--- src/rtl/fairy_muldiv_unit.sv ---
// fairy_muldiv_unit: iterative MULT/MULTU/DIV/DIVU engine with start/busy/valid handshake
// and flush cancel. Multiply is radix-2 shift-add; divide is restoring, one bit per cycle.
// Optional build macro FAIRY_MULDIV_EARLY_OUT_EN: multiplies leave CALC as soon as the
// remaining multiplier magnitude reaches zero (results unchanged, latency shorter).
module fairy_muldiv_unit #(
    parameter int unsigned WIDTH = 32,
    parameter int unsigned CNT_W = 6
) (
    input  logic             clk,
    input  logic             reset,
    input  logic             flush_i,
    input  logic             start_i,
    input  logic [1:0]       op_i,
    input  logic [WIDTH-1:0] a_i,
    input  logic [WIDTH-1:0] b_i,
    output logic             busy_o,
    output logic             valid_o,
    output logic [WIDTH-1:0] hi_o,
    output logic [WIDTH-1:0] lo_o,
    output logic             div_by_zero_o
);

    localparam int unsigned W2 = 2 * WIDTH;

    localparam logic [1:0] S_IDLE = 2'd0;
    localparam logic [1:0] S_CALC = 2'd1;
    localparam logic [1:0] S_FIX  = 2'd2;
    localparam logic [1:0] S_DONE = 2'd3;

    logic [1:0]       state_q, state_d;
    logic [CNT_W-1:0] cnt_q;
    logic [1:0]       op_q;
    logic             sign_a_q, sign_b_q, dbz_q;
    logic [WIDTH-1:0] a_raw_q;
    logic [WIDTH-1:0] opb_q;   // multiplier (shifts right) or divisor
    logic [W2-1:0]    sh_q;    // multiplicand, shifts left each iteration
    logic [W2-1:0]    acc_q;   // product accumulator or {rem, quot}

    logic             accept_c, last_iter_c;
    logic             in_sa_c, in_sb_c;
    logic [WIDTH-1:0] mag_a_c, mag_b_c, mplier_next_c;
    logic [W2-1:0]    acc_mul_c, acc_div_c, prod_fix_c;
    logic [WIDTH:0]   rem_sh_c, diff_c;
    logic [WIDTH-1:0] quot_fix_c, rem_fix_c, res_hi_c, res_lo_c;

    assign accept_c = start_i & ~flush_i & ((state_q == S_IDLE) | (state_q == S_DONE));

    // Operand magnitudes for the accept edge
    always_comb begin
        in_sa_c = ~op_i[0] & a_i[WIDTH-1];
        in_sb_c = ~op_i[0] & b_i[WIDTH-1];
        mag_a_c = in_sa_c ? (WIDTH'(0) - a_i) : a_i;
        mag_b_c = in_sb_c ? (WIDTH'(0) - b_i) : b_i;
    end

    // One iteration of shift-add multiply and restoring divide
    always_comb begin
        mplier_next_c = opb_q >> 1;
        acc_mul_c     = opb_q[0] ? (acc_q + sh_q) : acc_q;
        rem_sh_c      = {acc_q[W2-1:WIDTH], acc_q[WIDTH-1]};
        diff_c        = rem_sh_c - {1'b0, opb_q};
        if (!diff_c[WIDTH])
            acc_div_c = {diff_c[WIDTH-1:0], acc_q[WIDTH-2:0], 1'b1};
        else
            acc_div_c = {rem_sh_c[WIDTH-1:0], acc_q[WIDTH-2:0], 1'b0};
`ifdef FAIRY_MULDIV_EARLY_OUT_EN
        last_iter_c = (cnt_q == CNT_W'(1)) | (~op_q[1] & (mplier_next_c == WIDTH'(0)));
`else
        last_iter_c = (cnt_q == CNT_W'(1));
`endif
    end

    // Sign fix and divide-by-zero override, presented while in FIX
    always_comb begin
        prod_fix_c = (~op_q[0] & (sign_a_q ^ sign_b_q)) ? (W2'(0) - acc_q) : acc_q;
        quot_fix_c = (~op_q[0] & (sign_a_q ^ sign_b_q)) ? (WIDTH'(0) - acc_q[WIDTH-1:0])
                                                         : acc_q[WIDTH-1:0];
        rem_fix_c  = (~op_q[0] & sign_a_q) ? (WIDTH'(0) - acc_q[W2-1:WIDTH])
                                           : acc_q[W2-1:WIDTH];
        if (!op_q[1]) begin
            res_hi_c = prod_fix_c[W2-1:WIDTH];
            res_lo_c = prod_fix_c[WIDTH-1:0];
        end else if (dbz_q) begin
            res_hi_c = a_raw_q;
            res_lo_c = {WIDTH{1'b1}};
        end else begin
            res_hi_c = rem_fix_c;
            res_lo_c = quot_fix_c;
        end
    end

    // Next-state logic; flush returns to IDLE from anywhere
    always_comb begin
        state_d = state_q;
        if (flush_i) begin
            state_d = S_IDLE;
        end else begin
            case (state_q)
                S_IDLE:  if (start_i) state_d = S_CALC;
                S_CALC:  if (last_iter_c) state_d = S_FIX;
                S_FIX:   state_d = S_DONE;
                S_DONE:  state_d = start_i ? S_CALC : S_IDLE;
                default: state_d = S_IDLE;
            endcase
        end
    end

    // State register
    always_ff @(posedge clk) begin
        if (reset) state_q <= S_IDLE;
        else       state_q <= state_d;
    end

    // Datapath: operand capture on accept, one iteration per CALC cycle
    always_ff @(posedge clk) begin
        if (reset) begin
            cnt_q    <= '0;
            op_q     <= '0;
            sign_a_q <= 1'b0;
            sign_b_q <= 1'b0;
            dbz_q    <= 1'b0;
            a_raw_q  <= '0;
            opb_q    <= '0;
            sh_q     <= '0;
            acc_q    <= '0;
        end else if (accept_c) begin
            cnt_q    <= CNT_W'(WIDTH);
            op_q     <= op_i;
            sign_a_q <= in_sa_c;
            sign_b_q <= in_sb_c;
            dbz_q    <= op_i[1] & (b_i == WIDTH'(0));
            a_raw_q  <= a_i;
            opb_q    <= mag_b_c;
            sh_q     <= {WIDTH'(0), mag_a_c};
            acc_q    <= op_i[1] ? {WIDTH'(0), mag_a_c} : W2'(0);
        end else if (state_q == S_CALC) begin
            cnt_q <= cnt_q - CNT_W'(1);
            if (op_q[1]) begin
                acc_q <= acc_div_c;
            end else begin
                acc_q <= acc_mul_c;
                sh_q  <= sh_q << 1;
                opb_q <= mplier_next_c;
            end
        end
    end

    // Registered handshake and result outputs; results load on the FIX->DONE edge
    always_ff @(posedge clk) begin
        if (reset) begin
            busy_o        <= 1'b0;
            valid_o       <= 1'b0;
            hi_o          <= '0;
            lo_o          <= '0;
            div_by_zero_o <= 1'b0;
        end else begin
            busy_o  <= (state_d == S_CALC) | (state_d == S_FIX);
            valid_o <= (state_d == S_DONE);
            if ((state_q == S_FIX) && (state_d == S_DONE)) begin
                hi_o          <= res_hi_c;
                lo_o          <= res_lo_c;
                div_by_zero_o <= op_q[1] & dbz_q;
            end
        end
    end

endmodule

--- config.mk ---
export PLATFORM = sky130hd
export DESIGN_NAME = fairy_muldiv_unit
export DESIGN_NICKNAME = d
export VERILOG_FILES = /design/src/rtl/fairy_muldiv_unit.sv
export SDC_FILE = /design/constraint.sdc
export NUM_CORES = 1
export LEC_CHECK = 0
export ABC_AREA = 1
export BUFFER_PORTS_ARGS = -buffer_cell sky130_fd_sc_hd__buf_2
export CAP_MARGIN = 20
export CORE_UTILIZATION = 48
export DETAILED_ROUTE_END_ITERATION = 8
export PLACE_DENSITY = 0.7
export SLEW_MARGIN = 20
export SYNTH_ARGS = -nofsm -noshare
export SYNTH_HDL_FRONTEND = slang
export SYNTH_SLANG_ARGS = --single-unit
--- constraint.sdc ---
create_clock -name clk -period 2.9 [get_ports clk]
set_clock_uncertainty 0.15 [all_clocks]
set_input_delay 0.29 -clock clk [delete_from_list [all_inputs] [get_ports clk]]
set_output_delay 0.29 -clock clk [all_outputs]
set_load 0.02 [all_outputs]
# ---- Word level (Yosys, flattened, before mapping)
# Index checks and enable logic that the tools add are counted.
dict set report word_totals {
  regBits 272
  in_bits 70
  output_inout_bits 67
  word_cells 85
}
dict set report op_classes {
  addsub 8
  eq_ne 8
  mux 28
  bitwise_logic 15
  n_reduce_logical 9
}
# op n
set op_table {}
lappend op_table {{2-to-1 mux 32 bit} 15}
lappend op_table {{2-to-1 mux 64 bit} 6}
lappend op_table {{subtractor 1 x 32 -> 32 bit, first input constant} 4}
lappend op_table {{adder 64 bit} 1}
lappend op_table {{subtractor 1 x 64 -> 64 bit, first input constant} 1}
lappend op_table {{subtractor 33 x 32 -> 33 bit} 1}
lappend op_table {{zero test 32 bit} 1}
lappend op_table {{2-to-1 mux 6 bit} 2}
lappend op_table {{AND 1 bit} 8}
lappend op_table {{equality test 2 bit, second input constant} 4}
lappend op_table {{one-hot mux 2 bit (4 select lines)} 1}
lappend op_table {{equality test 6 x 1 -> 1 bit, second input constant} 1}
lappend op_table {{2-to-1 mux 2 bit} 3}
lappend op_table {{AND reduction 2 bit} 3}
lappend op_table {{subtractor 6 x 1 -> 6 bit, second input constant} 1}
lappend op_table {{equality test 2 x 1 -> 1 bit, second input constant} 2}
lappend op_table {{inverter 1 bit} 4}
lappend op_table {{nonzero test 3 bit} 1}
lappend op_table {{zero test 2 bit} 1}
lappend op_table {{inequality test 2 x 1 -> 1 bit, second input constant} 1}
lappend op_table {{bitwise OR 1 bit} 2}
lappend op_table {{nonzero test 2 bit} 1}
lappend op_table {{OR reduction 2 bit} 1}
lappend op_table {{logical AND 1 bit} 1}
lappend op_table {{other kinds (2)} 2}

# ---- Longest topological paths before layout
dict set report depth {
  ltp_word 6
  depth_mapped 19
}

# ---- Least setup slack after synthesis
# Ideal clock, no wire load.
dict set report synth_timing {
  path_kind {register to register}
  from {register acc_q[31]}
  to {register acc_q[38]}
  arrival_ps 2191
  setup_slack_ps 427
  stages_incl_launch_ff 19
  path_buffers 1
  period_less_slack_ps 2473
  cell_sequence {dfxtp_1 inv_1 ha_1 fa_1 inv_1 nand2_1 nand2_1 nand3_1 nand2_1 nand2_1 nand2_2 nand2_2 nand3_1 nand2_4 buf_6 nand2_1 nand3_1 nand3_1 a21oi_1}
}
dict set report synth_via {
  elab_chain_cells 5
  elab_cells_between_ends 7
  classes_between {add/sub (2); mux (5)}
}
# item line
set synth_rtl {}
lappend synth_rtl {{from (decl)} 37} ;# logic [W2-1:0] acc_q;
lappend synth_rtl {{from (signal assigned)} 135} ;# acc_q <= op_i[1] ? {WIDTH'(0), mag_a_c} : W2'(0);
lappend synth_rtl {{from (signal assigned)} 139} ;# acc_q <= acc_div_c;
lappend synth_rtl {{from (signal assigned)} 141} ;# acc_q <= acc_mul_c;
lappend synth_rtl {{adder 64 bit or subtractor 33 x 32 -> 33 bit (tied branches)} {59, 61}}
lappend synth_rtl {{2-to-1 mux 64 bit (on tied branches)} {59, 62}}
lappend synth_rtl {{2-to-1 mux 64 bit *} 138} ;# if (op_q[1]) begin
lappend synth_rtl {{2-to-1 mux 64 bit *} 136} ;# end else if (state_q == S_CALC) begin
lappend synth_rtl {{2-to-1 mux 64 bit *} 126} ;# end else if (accept_c) begin
# Mark *: on every way between the ends. The rest lies on a longest branch, timed or not. The select of a mux whose other input is x is not followed.
# A chain may end at the register's enable or synchronous reset.

# ---- Worst setup path in the final report
dict set report layout_timing {
  from {register opb_q[24]}
  to {register acc_q[62]}
}
dict set report layout_via {
  elab_chain_cells 5
}
# item line
set layout_rtl {}
lappend layout_rtl {{from (decl)} 35} ;# logic [WIDTH-1:0] opb_q;
lappend layout_rtl {{from (signal assigned)} 133} ;# opb_q <= mag_b_c;
lappend layout_rtl {{from (signal assigned)} 143} ;# opb_q <= mplier_next_c;
lappend layout_rtl {{subtractor 33 x 32 -> 33 bit} 61} ;# diff_c = rem_sh_c - {1'b0, opb_q};
lappend layout_rtl {{2-to-1 mux 64 bit} 62} ;# if (!diff_c[WIDTH])
lappend layout_rtl {{2-to-1 mux 64 bit} 138}
lappend layout_rtl {{2-to-1 mux 64 bit} 136}
lappend layout_rtl {{2-to-1 mux 64 bit} 126}
# Every way passes these cells. The select of a mux whose other input is x is not followed.

==> impl_results.md <==
- Outcome: finished, final reports clean
- Yosys reg bits: 272
- Syn_nets: 4555
- Drt first pass iters: 7
- Clock transition at path regs: 0.05 ns
- Hold Vio Cnt, Final: 0
- GP Congestion: 1.09
- Die Area: 52400 um^2
- Largest family of logic cells by synthesized area: simple AND/OR/NAND/NOR gates
- Setup slack, reg-to-reg: 0.1 ns
- Post-Synth Simple-Gate Area: 36.8%
- P per Cell Area: 417 nW/um^2
- Ys flop type: dfxtp_1
- Leak Pwr: 0.0145 uW
- Adder-Cell Fraction of Synth Area: 5.53%
- Sequential fraction of the synthesis area: 22.0%
- Initial antenna violation count: 2
- Clock Path Buffers: 3
- Maximum VDD drop: 350 uV
- Storage element area: 5450 um^2
- Synth area leaders: dfxtp_1 22%, nand2_1 21%, inv_1 11%
- Synth top area share: 22.0%
- Number of synthesized flops with an enable pin: 0
- Arrival @ worst endpoint: 3.04 ns
- Area occupied by multi-input gates: 16000 um^2
- Nets: 4729
- Compound-cell area share of the yosys netlist: 16.6%
- Cells after Synth: 4377
- Most used routing layer: met2
- RR Endpoint: acc_q[62]
- Relative slew margins: 43.5%
- Post-Route WL: 103 mm
- Buffers on Ports: 136
- Global route overflow: 0
- Htree depth: 2
- GRT Total Usage: 38.0%
- Initial Utilization: 48.9%
- Synth Area in XOR/XNOR: 5.07%
- MaxCap Viol Count: 0
- CP endpoint kind: register
- FP Rows: 82
- Min Tclk post-route: 2.80 ns
- Power, Total: 11800 uW
- TritonCTS buffer count: 37
- Mux share of post-synthesis cell area: 0.405%
- Largest net degree at the start of global routing: 104
- Drt via density: 5.56
- Pre-CTS WS: 0.0213 ns
- Filler cells: 5302
- WL/cell: 19.6 um
- Util after Layout: 56.0%
- Cell taking the most area after synthesis: dfxtp_1
- TritonCTS clock tree: yes
- TNS Setup: 0 ns
- Clock latency on the worst-skew pair: 0.57 ns
- Period utilization: 96.7%
- Final Setup Violations: 0
- Via count: 29200
- Worst slew pin tran: 0.848 ns
- Crit path from: opb_q[24]
- Critical path capture point: acc_q[62]
- Post-detail-place hpwl: 82.0 mm
- Initial DRC Count: 3829
- CP Max Fanout: 8
- Avg Cell Area, Syn: 5.64 um^2
- WHS: 0.0393 ns
- Worst R2R Start: opb_q[24]
- DR DRC count: 0
- Post-DRT Antenna Nets: 0
- M3 GR Usage: 5.73%
- Die height: 229 um
- Met2 global-route usage: 56.8%
- Worst EP required: 3.13 ns
- Setup crit start kind: register
- Area Overhead vs Synth: 14.5%
- Share of layout cells above drive strength 1: 8.87%
- FFs w/ async S/R, synth: 0%
- FMAX: 357 MHz
- Number of synthesis warnings: 0
- Most instantiated cells after synthesis: 1387 x nand2_1, 704 x inv_1, 368 x nor2_1
- Max Slew Vio Count: 0
- Cell with the most instances after synthesis: nand2_1
- Chip width: 229 um
- Final worst setup slack: 0.0962 ns
- Synthesized area: 24700 um^2
- Core Region: 50500 um^2
- Worst Hold Class: input port to register
- Path depth of the worst reg2reg path: 17
- CTS root buf: clkbuf_16
- IO Pins: 137
- Crit Path Class: register to register
- Synth cell types: 57
- Vias in the first global route: 25800
- First-pass GRT wire length: 154 mm
- # clock sinks: 272
- M1 GR Usage: 53.1%
## area by class of cell
type / instances / area share (%)
multi-input combinational: 3228 / 56.6
sequential: 272 / 19.3
inverter: 714 / 9.51
timing repair buffer: 297 / 7.54
clock buffer: 49 / 3.58
tap: 672 / 2.97
clock inverter: 15 / 0.500
timing repair inverter: 1 / 0.0266
antenna: 2 / 0.0177
## flip-flops by register name, indices dropped and copies added (netlist names)
signal and count:
a_raw_q 32, acc_q 64, busy_o 1, cnt_q 6
dbz_q 1, div_by_zero_o 1, hi_o 32, lo_o 32
op_q 2, opb_q 32, sh_q 64, sign_a_q 1
sign_b_q 1, state_q 2, valid_o 1
## per-stage QoR
stage                     std cells  instance area [um^2]
final                          5250                 28300
after global routing           5250                 28300
after CTS                      5240                 28100
after detailed placement       5145                 26700
after global placement         5145                 26700
after floorplan                4377                 24700
## how the worst min path moves through the flow
stage,start,end,slack (ns),cells past startpoint
2_1_floorplan,flush_i,state_q[1],0.22,1
3_3_place_gp,opb_q[19],opb_q[19],0.30,2
3_5_place_dp,opb_q[7],opb_q[7],0.31,2
4_1_cts,a_i[25],a_raw_q[25],0.0003,3
5_1_grt,a_i[25],sh_q[25],0.04,4
6_report,a_i[25],sh_q[25],0.04,4
## cells by family after synthesis
logic type / after synthesis
xor+xnor: 143
compound gates: 758
buf+inv: 877
flops: 272
simple gates: 2209
mux: 10
fa+ha+maj: 108
## worst max-delay path, cell delays in order, from the launching register on
cell and delay (ns):
dfxtp_1 0.34, inv_1 0.12, ha_2 0.41, nand2_2 0.09, nor2_2 0.14, inv_1 0.11, nor3_4 0.19, and2_1 0.18
nand2_2 0.11, nand2_2 0.11, nand2_2 0.10, nand2_8 0.12, buf_4 0.15, nand2_1 0.06, nand2_1 0.05, nand2_1 0.04
nand3_1 0.08, a21oi_1 0.07
## metal layers
metal	wire length, um	share of wire, %
met2	42300	41
met4	5770	5.6
met5	0	0
met3	10800	11
met1	44000	43
## repair_timing
item / CTS / global route
hold buffers: 31 / 0
buffers inserted: 0 / 7
resized for setup: 0 / 21
setup endpoints to repair: 0 / 47
endpoints found under the hold margin: 33 / 0
## power breakdown
part / total, uW / leakage, uW / internal, uW / switching (uW)
clock network: 4530 / 0.000568 / 2630 / 1890
registers: 4070 / 0.00221 / 3910 / 167
logic: 3180 / 0.0118 / 981 / 2200
## layout by cell type (no fill, tap or decap), types with 31 or more instances in the layout
cell type and instances:
nor2_1 362, dlygate4sd3_1 31, buf_2 135, o211ai_1 41, nand3_1 281, nand4_1 41, nand2_1 1383, xor2_1 117
o21ai_0 273, ha_1 103, clkbuf_16 37, a21oi_1 356, inv_1 698, nor3_1 47, buf_4 118, dfxtp_1 270
Note: power is estimated with default switching activity, not from simulation.
